$ cat src/rtl/id_ex_stage.sv
// ID/EX pipeline register with writeback bypass, load-use bubble insertion,
// hold/flush handling and a saturating bubble counter.
module id_ex_stage #(
    parameter int DATA_WIDTH = 32,
    parameter int ADDR_WIDTH = 5,
    parameter int CTRL_WIDTH = 16
) (
    input  logic                  clk,
    input  logic                  rstn,
    input  logic                  id_valid,
    input  logic [DATA_WIDTH-1:0] id_pc,
    input  logic [DATA_WIDTH-1:0] id_imm,
    input  logic [ADDR_WIDTH-1:0] id_rs1_addr,
    input  logic [ADDR_WIDTH-1:0] id_rs2_addr,
    input  logic [ADDR_WIDTH-1:0] id_rd_addr,
    input  logic                  id_rs1_used,
    input  logic                  id_rs2_used,
    input  logic [DATA_WIDTH-1:0] id_rs1_data,
    input  logic [DATA_WIDTH-1:0] id_rs2_data,
    input  logic [CTRL_WIDTH-1:0] id_ctrl,
    input  logic                  id_mem_read,
    input  logic                  id_reg_write,
    input  logic                  wb_write_en,
    input  logic [ADDR_WIDTH-1:0] wb_write_addr,
    input  logic [DATA_WIDTH-1:0] wb_write_data,
    input  logic                  flush,
    input  logic                  hold,
    output logic                  ex_valid,
    output logic                  ex_mem_read,
    output logic                  ex_reg_write,
    output logic [DATA_WIDTH-1:0] ex_pc,
    output logic [DATA_WIDTH-1:0] ex_imm,
    output logic [DATA_WIDTH-1:0] ex_rs1_data,
    output logic [DATA_WIDTH-1:0] ex_rs2_data,
    output logic [ADDR_WIDTH-1:0] ex_rs1_addr,
    output logic [ADDR_WIDTH-1:0] ex_rs2_addr,
    output logic [ADDR_WIDTH-1:0] ex_rd_addr,
    output logic [CTRL_WIDTH-1:0] ex_ctrl,
    output logic                  id_stall,
    output logic [31:0]           bubble_cnt
);

    typedef struct packed {
        logic                  valid;
        logic                  mem_read;
        logic                  reg_write;
        logic [DATA_WIDTH-1:0] pc;
        logic [DATA_WIDTH-1:0] imm;
        logic [DATA_WIDTH-1:0] rs1_data;
        logic [DATA_WIDTH-1:0] rs2_data;
        logic [ADDR_WIDTH-1:0] rs1_addr;
        logic [ADDR_WIDTH-1:0] rs2_addr;
        logic [ADDR_WIDTH-1:0] rd_addr;
        logic [CTRL_WIDTH-1:0] ctrl;
    } ex_t;

    ex_t         ex_q, ex_d;
    logic [31:0] cnt_q, cnt_d;

    logic                  wb_live;
    logic                  id_hit1, id_hit2, ex_hit1, ex_hit2;
    logic [DATA_WIDTH-1:0] op1, op2;
    logic                  lu;

    // x0 is hardwired, so a writeback to it never forwards
    assign wb_live = wb_write_en && (wb_write_addr != '0);
    assign id_hit1 = wb_live && (wb_write_addr == id_rs1_addr);
    assign id_hit2 = wb_live && (wb_write_addr == id_rs2_addr);
    assign ex_hit1 = wb_live && (wb_write_addr == ex_q.rs1_addr);
    assign ex_hit2 = wb_live && (wb_write_addr == ex_q.rs2_addr);

    assign op1 = id_hit1 ? wb_write_data : id_rs1_data;
    assign op2 = id_hit2 ? wb_write_data : id_rs2_data;

    assign lu = ex_q.valid && ex_q.mem_read && (ex_q.rd_addr != '0) &&
                id_valid &&
                ((id_rs1_used && (id_rs1_addr == ex_q.rd_addr)) ||
                 (id_rs2_used && (id_rs2_addr == ex_q.rd_addr)));

    assign id_stall = hold || (lu && !flush);

    always_comb begin
        ex_d  = ex_q;
        cnt_d = cnt_q;
        if (flush) begin
            ex_d = '0;
        end else if (hold) begin
            if (ex_hit1) ex_d.rs1_data = wb_write_data;
            if (ex_hit2) ex_d.rs2_data = wb_write_data;
        end else if (lu) begin
            ex_d = '0;
            if (cnt_q != 32'hFFFF_FFFF) cnt_d = cnt_q + 32'd1;
        end else begin
            ex_d.valid     = id_valid;
            ex_d.mem_read  = id_valid && id_mem_read;
            ex_d.reg_write = id_valid && id_reg_write;
            ex_d.pc        = id_pc;
            ex_d.imm       = id_imm;
            ex_d.rs1_data  = op1;
            ex_d.rs2_data  = op2;
            ex_d.rs1_addr  = id_rs1_addr;
            ex_d.rs2_addr  = id_rs2_addr;
            ex_d.rd_addr   = id_rd_addr;
            ex_d.ctrl      = id_ctrl;
        end
    end

    always_ff @(posedge clk or negedge rstn) begin
        if (!rstn) begin
            ex_q  <= '0;
            cnt_q <= '0;
        end else begin
            ex_q  <= ex_d;
            cnt_q <= cnt_d;
        end
    end

    assign ex_valid     = ex_q.valid;
    assign ex_mem_read  = ex_q.mem_read;
    assign ex_reg_write = ex_q.reg_write;
    assign ex_pc        = ex_q.pc;
    assign ex_imm       = ex_q.imm;
    assign ex_rs1_data  = ex_q.rs1_data;
    assign ex_rs2_data  = ex_q.rs2_data;
    assign ex_rs1_addr  = ex_q.rs1_addr;
    assign ex_rs2_addr  = ex_q.rs2_addr;
    assign ex_rd_addr   = ex_q.rd_addr;
    assign ex_ctrl      = ex_q.ctrl;
    assign bubble_cnt   = cnt_q;

endmodule

$ cat config.mk
export PLATFORM = sky130hd
export DESIGN_NAME = id_ex_stage
export DESIGN_NICKNAME = d
export VERILOG_FILES = /design/src/rtl/id_ex_stage.sv
export SDC_FILE = /design/constraint.sdc
export NUM_CORES = 1
export LEC_CHECK = 0
export CAP_MARGIN = 20
export CORE_MARGIN = 3
export CORE_UTILIZATION = 38
export CTS_CLUSTER_DIAMETER = 40
export DETAILED_ROUTE_END_ITERATION = 7
export PLACE_DENSITY = 0.78
export RECOVER_POWER = 25
export SYNTH_ARGS = -nofsm -noshare
export SYNTH_HDL_FRONTEND = slang
export SYNTH_SLANG_ARGS = --single-unit
$ cat constraint.sdc
create_clock -name clk -period 2.15 [get_ports clk]
set_input_delay 0.43 -clock clk [delete_from_list [all_inputs] [get_ports clk]]
set_output_delay 0.43 -clock clk [all_outputs]
set_load 0.05 [all_outputs]
==> impl_metrics.py <==
metrics = {
    "pwr": {
        "p_switching_mw": 3.30,
        "p_leak_nw": 6.82,
        "p_sw_frac": 0.333,
        "p_int_mw": 6.63,
        "clockPowerShare": 0.323,
        "pwr-share-comb": 0.274,
        "pwr_density_cell_nw_per_um2": 630,
        "ir_drop_v": 0.000455,
        "seqPwrFrac": 0.403,
    },
    "timing": {
        "setup_viol": 195,
        "fin_crit_ps": 2590,
        "slew_violations": 61,
        "worst_slack_ps": -443,
        "timing.hold.ws_ps": 487,
        "fmax_mhz": 386,
        "hold_viol_final": 0,
        "fin_crit_sh": 1.21,
        "skew_ps": 14.3,
        "tns_ps": -45350,
        "relSlewSlack": -0.0153,
        "rsz0062_at_grt": "yes",
        "tightestPinTransition_ps": 1520,
    },
    "critical_path": {
        "startpoint": "id_rs1_addr[2]",
        "rr_worst_depth": 10,
        "max_stage_delay_ps": 460,
        "cp_slowest_cell": "clkdlybuf4s50_1",
        "cp_top_family": "simple AND/OR/NAND/NOR gates",
        "worstSetupPathType": "input port to output port",
        "crit_cells": 7,
        "path_buf_inv": 2,
        "timing.rr.start": "ex_rd_addr[1]",
        "timing.rr.end": "ex_imm[0]",
        "path_cells": "clkdlybuf4s50_1, xor2_1, nor4_2, a32oi_2, or2_4, o21bai_4, buf_12",
        "crit_path_end_kind": "output port",
        "crit_fanout": 2,
        "arrival_ps": 2160,
        "endpoint": "id_stall",
        "worstSetupStartpointType": "input port",
        "reg2reg_setup_slack_ps": -330,
        "required_ps": 1720,
    },
    "logic_synthesis": {
        "yosysSeqAreaShare": 0.556,
        "ys_ff_latch": 194,
        "synth_top_area_share": 0.556,
        "synth_area_sq_um": 8730,
        "syn_inst": 734,
        "synth_xor_area_frac": 0.0602,
        "synthAdderAreaFrac": 0.00143,
        "synth_compound_area_frac": 0.172,
        "async_reset_ff_frac": 1.00,
        "yosysWarnings": 0,
        "yosys.area.top_type": "dfrtp_1",
        "synth_top_family_by_area": "compound AO/OA/AOI/OAI gates",
        "synthTopCellsByCount": "dfrtp_1, nand2_1, a22o_1, mux2i_1, o221ai_1",
        "synth_edf_count": 0,
        "yosysUniqueCellTypes": 40,
        "syn_area_per_cell_sq_um": 11.9,
        "synth-simple-area-share": 0.102,
        "synthFlopType": "dfrtp_1",
        "synthTopCellsByArea": "dfrtp_1, a22o_1, mux2i_1, o221ai_1, nand2_1",
        "synthMuxAreaShare": 0.0760,
        "synth.most_common_cell": "dfrtp_1",
        "synth_nets": 941,
    },
    "drt": {
        "drtIter0Drc": 412,
        "routed_wl_microns": 36200,
        "drt_pass1_iterations": 8,
        "wl_per_cell_microns": 24.0,
        "antenna_left": 0,
        "vias_per_cell": 5.60,
        "drc": 0,
        "vias": 8436,
    },
    "floorplan": {
        "dieWidth_microns": 158,
        "fp-row-count": 54,
        "coreArea_sq_um": 22200,
        "ios": 401,
        "floorplan.initialDensity": 0.394,
        "fp.dieH_microns": 158,
        "die_area_sq_um": 24800,
    },
    "outcome": {
        "violations": "capacitance limit, slew limit, setup timing",
        "status": "complete, but fails checks",
    },
    "global_routing": {
        "overflow": 0,
        "grt_usage": 0.268,
        "grt_pass1_vias": 8709,
        "grt_max_degree": 64,
        "antenna_found_initial": 3,
        "grt_first_pass_wirelength_microns": 51100,
    },
    "cells_and_area": {
        "syn2layout_area_growth_pct": 80.6,
        "fin_util": 0.711,
        "drive_gt1_frac": 0.240,
        "fin_nets": 1417,
    },
    "placed_design": {
        "dp_hpwl_microns": 23300,
        "io_buffers": 400,
        "dp_slack_ps": -653,
        "gp_congestion": 0.852,
    },
    "clock_network": {
        "htree_levels": 4,
        "cts_inserted_buffers": 17,
        "clkTransAtPathRegs_ps": 80,
        "clk_latency_ps": 440,
        "cts.sinks": 194,
        "clock-root-buffer": "clkbuf_16",
        "tritoncts": "done",
        "clockBufferDepth": 2,
    },
    "job": {
        "maxCapViolCount": 1,
    },
    "worst_hold_path": {
        "hold_class": "register to register",
    },
}
## per-stage QoR
stage / area [sq um] / total power [mW] / instances
CTS: 14900 / 9.79 / 1485
detailed placement: 13500 / 6.45 / 1423
global placement: 13500 / 6.42 / 1423
floorplan: 8800 / 5.26 / 734
finish: 15800 / 9.93 / 1506
global route: 15800 / 10.3 / 1506
## metal layers
layer	wire length, microns	GRT usage	vias to the layer above
met2	18700	0.463	429
met3	3160	0.0828	66
li1	-	-	3735
met5	0	0	-
met1	13400	0.322	4206
met4	969	0.0839	0
## logic make-up (layout without fill, tap and decap cells)
logic type               count (synthesis)  after routing
flip-flops                             194            194
multiplexers                            66             66
other                                    0              3
AND/OR/NAND/NOR                        184            187
adder cells (fa/ha/maj)                  1              1
buffers and inverters                   60            546
AO/OA/AOI/OAI                          169            169
XOR/XNOR                                60             60
## worst reg2reg max path, delay by kind of cell, from the launching register on
family	cells	cell delay [ps]
compound gates	2	380
buf+inv	4	560
xor+xnor	1	160
flops	1	440
simple gates	3	830
## registers in the layout, summed over array words and instances (netlist names)
| name | flops |
|---|---|
| ex_pc | 32 |
| ex_ctrl | 16 |
| ex_rd_addr | 5 |
| ex_mem_read | 1 |
| ex_reg_write | 1 |
| ex_rs1_data | 32 |
| ex_rs1_addr | 5 |
| bubble_cnt | 32 |
| ex_rs2_data | 32 |
| ex_imm | 32 |
| ex_valid | 1 |
| ex_rs2_addr | 5 |
## cell type report
cell class,instances,area (sq um)
flip-flops and latches,194,4870
diodes,3,7.51
inverters,1,3.75
clock inverters,13,139
multi-input cells,483,4360
fillers,1504,6400
well taps,280,350
repair buffers,513,5590
clock buffers,19,443
## power groups by stage
stage / logic, mW / clock network [mW] / registers (mW)
finish: 2.72 / 3.21 / 4.00
global route: 2.84 / 3.40 / 4.02
CTS: 2.56 / 3.24 / 3.99
detailed placement: 2.39 / 0 / 4.06
global placement: 2.36 / 0 / 4.06
floorplan: 0.451 / 0 / 4.81
## how the worst min path moves through the flow
stage	from	endpoint	slack (ps)	depth (start not counted)
2_1_floorplan	rstn	bubble_cnt[0]	130	0
3_3_place_gp	rstn	ex_rs1_data[29]	460	1
3_5_place_dp	rstn	ex_rs2_data[22]	460	1
4_1_cts	bubble_cnt[14]	bubble_cnt[14]	480	1
5_1_grt	id_rs1_addr[1]	ex_rs1_addr[1]	470	3
6_report	bubble_cnt[14]	bubble_cnt[14]	490	1
## cell usage in the layout (no fill, tap or decap), types with 3 or more instances in the layout
| cell type | count |
|---|---|
| clkdlybuf4s50_1 | 352 |
| dfrtp_1 | 178 |
| nand2_1 | 102 |
| a22o_1 | 96 |
| buf_4 | 70 |
| mux2i_1 | 64 |
| o221ai_2 | 63 |
| xnor2_1 | 30 |
| xor2_1 | 26 |
| buf_12 | 26 |
| clkbuf_16 | 23 |
| nand4_1 | 20 |
| dlymetal6s2s_1 | 17 |
| dfrtp_2 | 16 |
| buf_16 | 12 |
| buf_6 | 10 |
| nor2_1 | 7 |
| nand3_1 | 7 |
| dlygate4sd2_1 | 7 |
| nand3_4 | 6 |
| and3_1 | 5 |
| nor2_4 | 5 |
| buf_8 | 5 |
| xnor2_2 | 4 |
| clkinv_4 | 4 |
| inv_8 | 4 |
| diode_2 | 3 |
| nor4_2 | 3 |
| and2_4 | 3 |
| inv_6 | 3 |
## repair_timing
item | in CTS | in global routing
endpoints found under the setup margin | 192 | 210
cloned | 16 | 8
endpoints found under the hold margin | 12 | 0
pin swaps | 31 | 35
hold buffers | 1 | 0
resized for setup | 66 | 116
buffers inserted | 13 | 13
(Power assumes the default switching activity.)
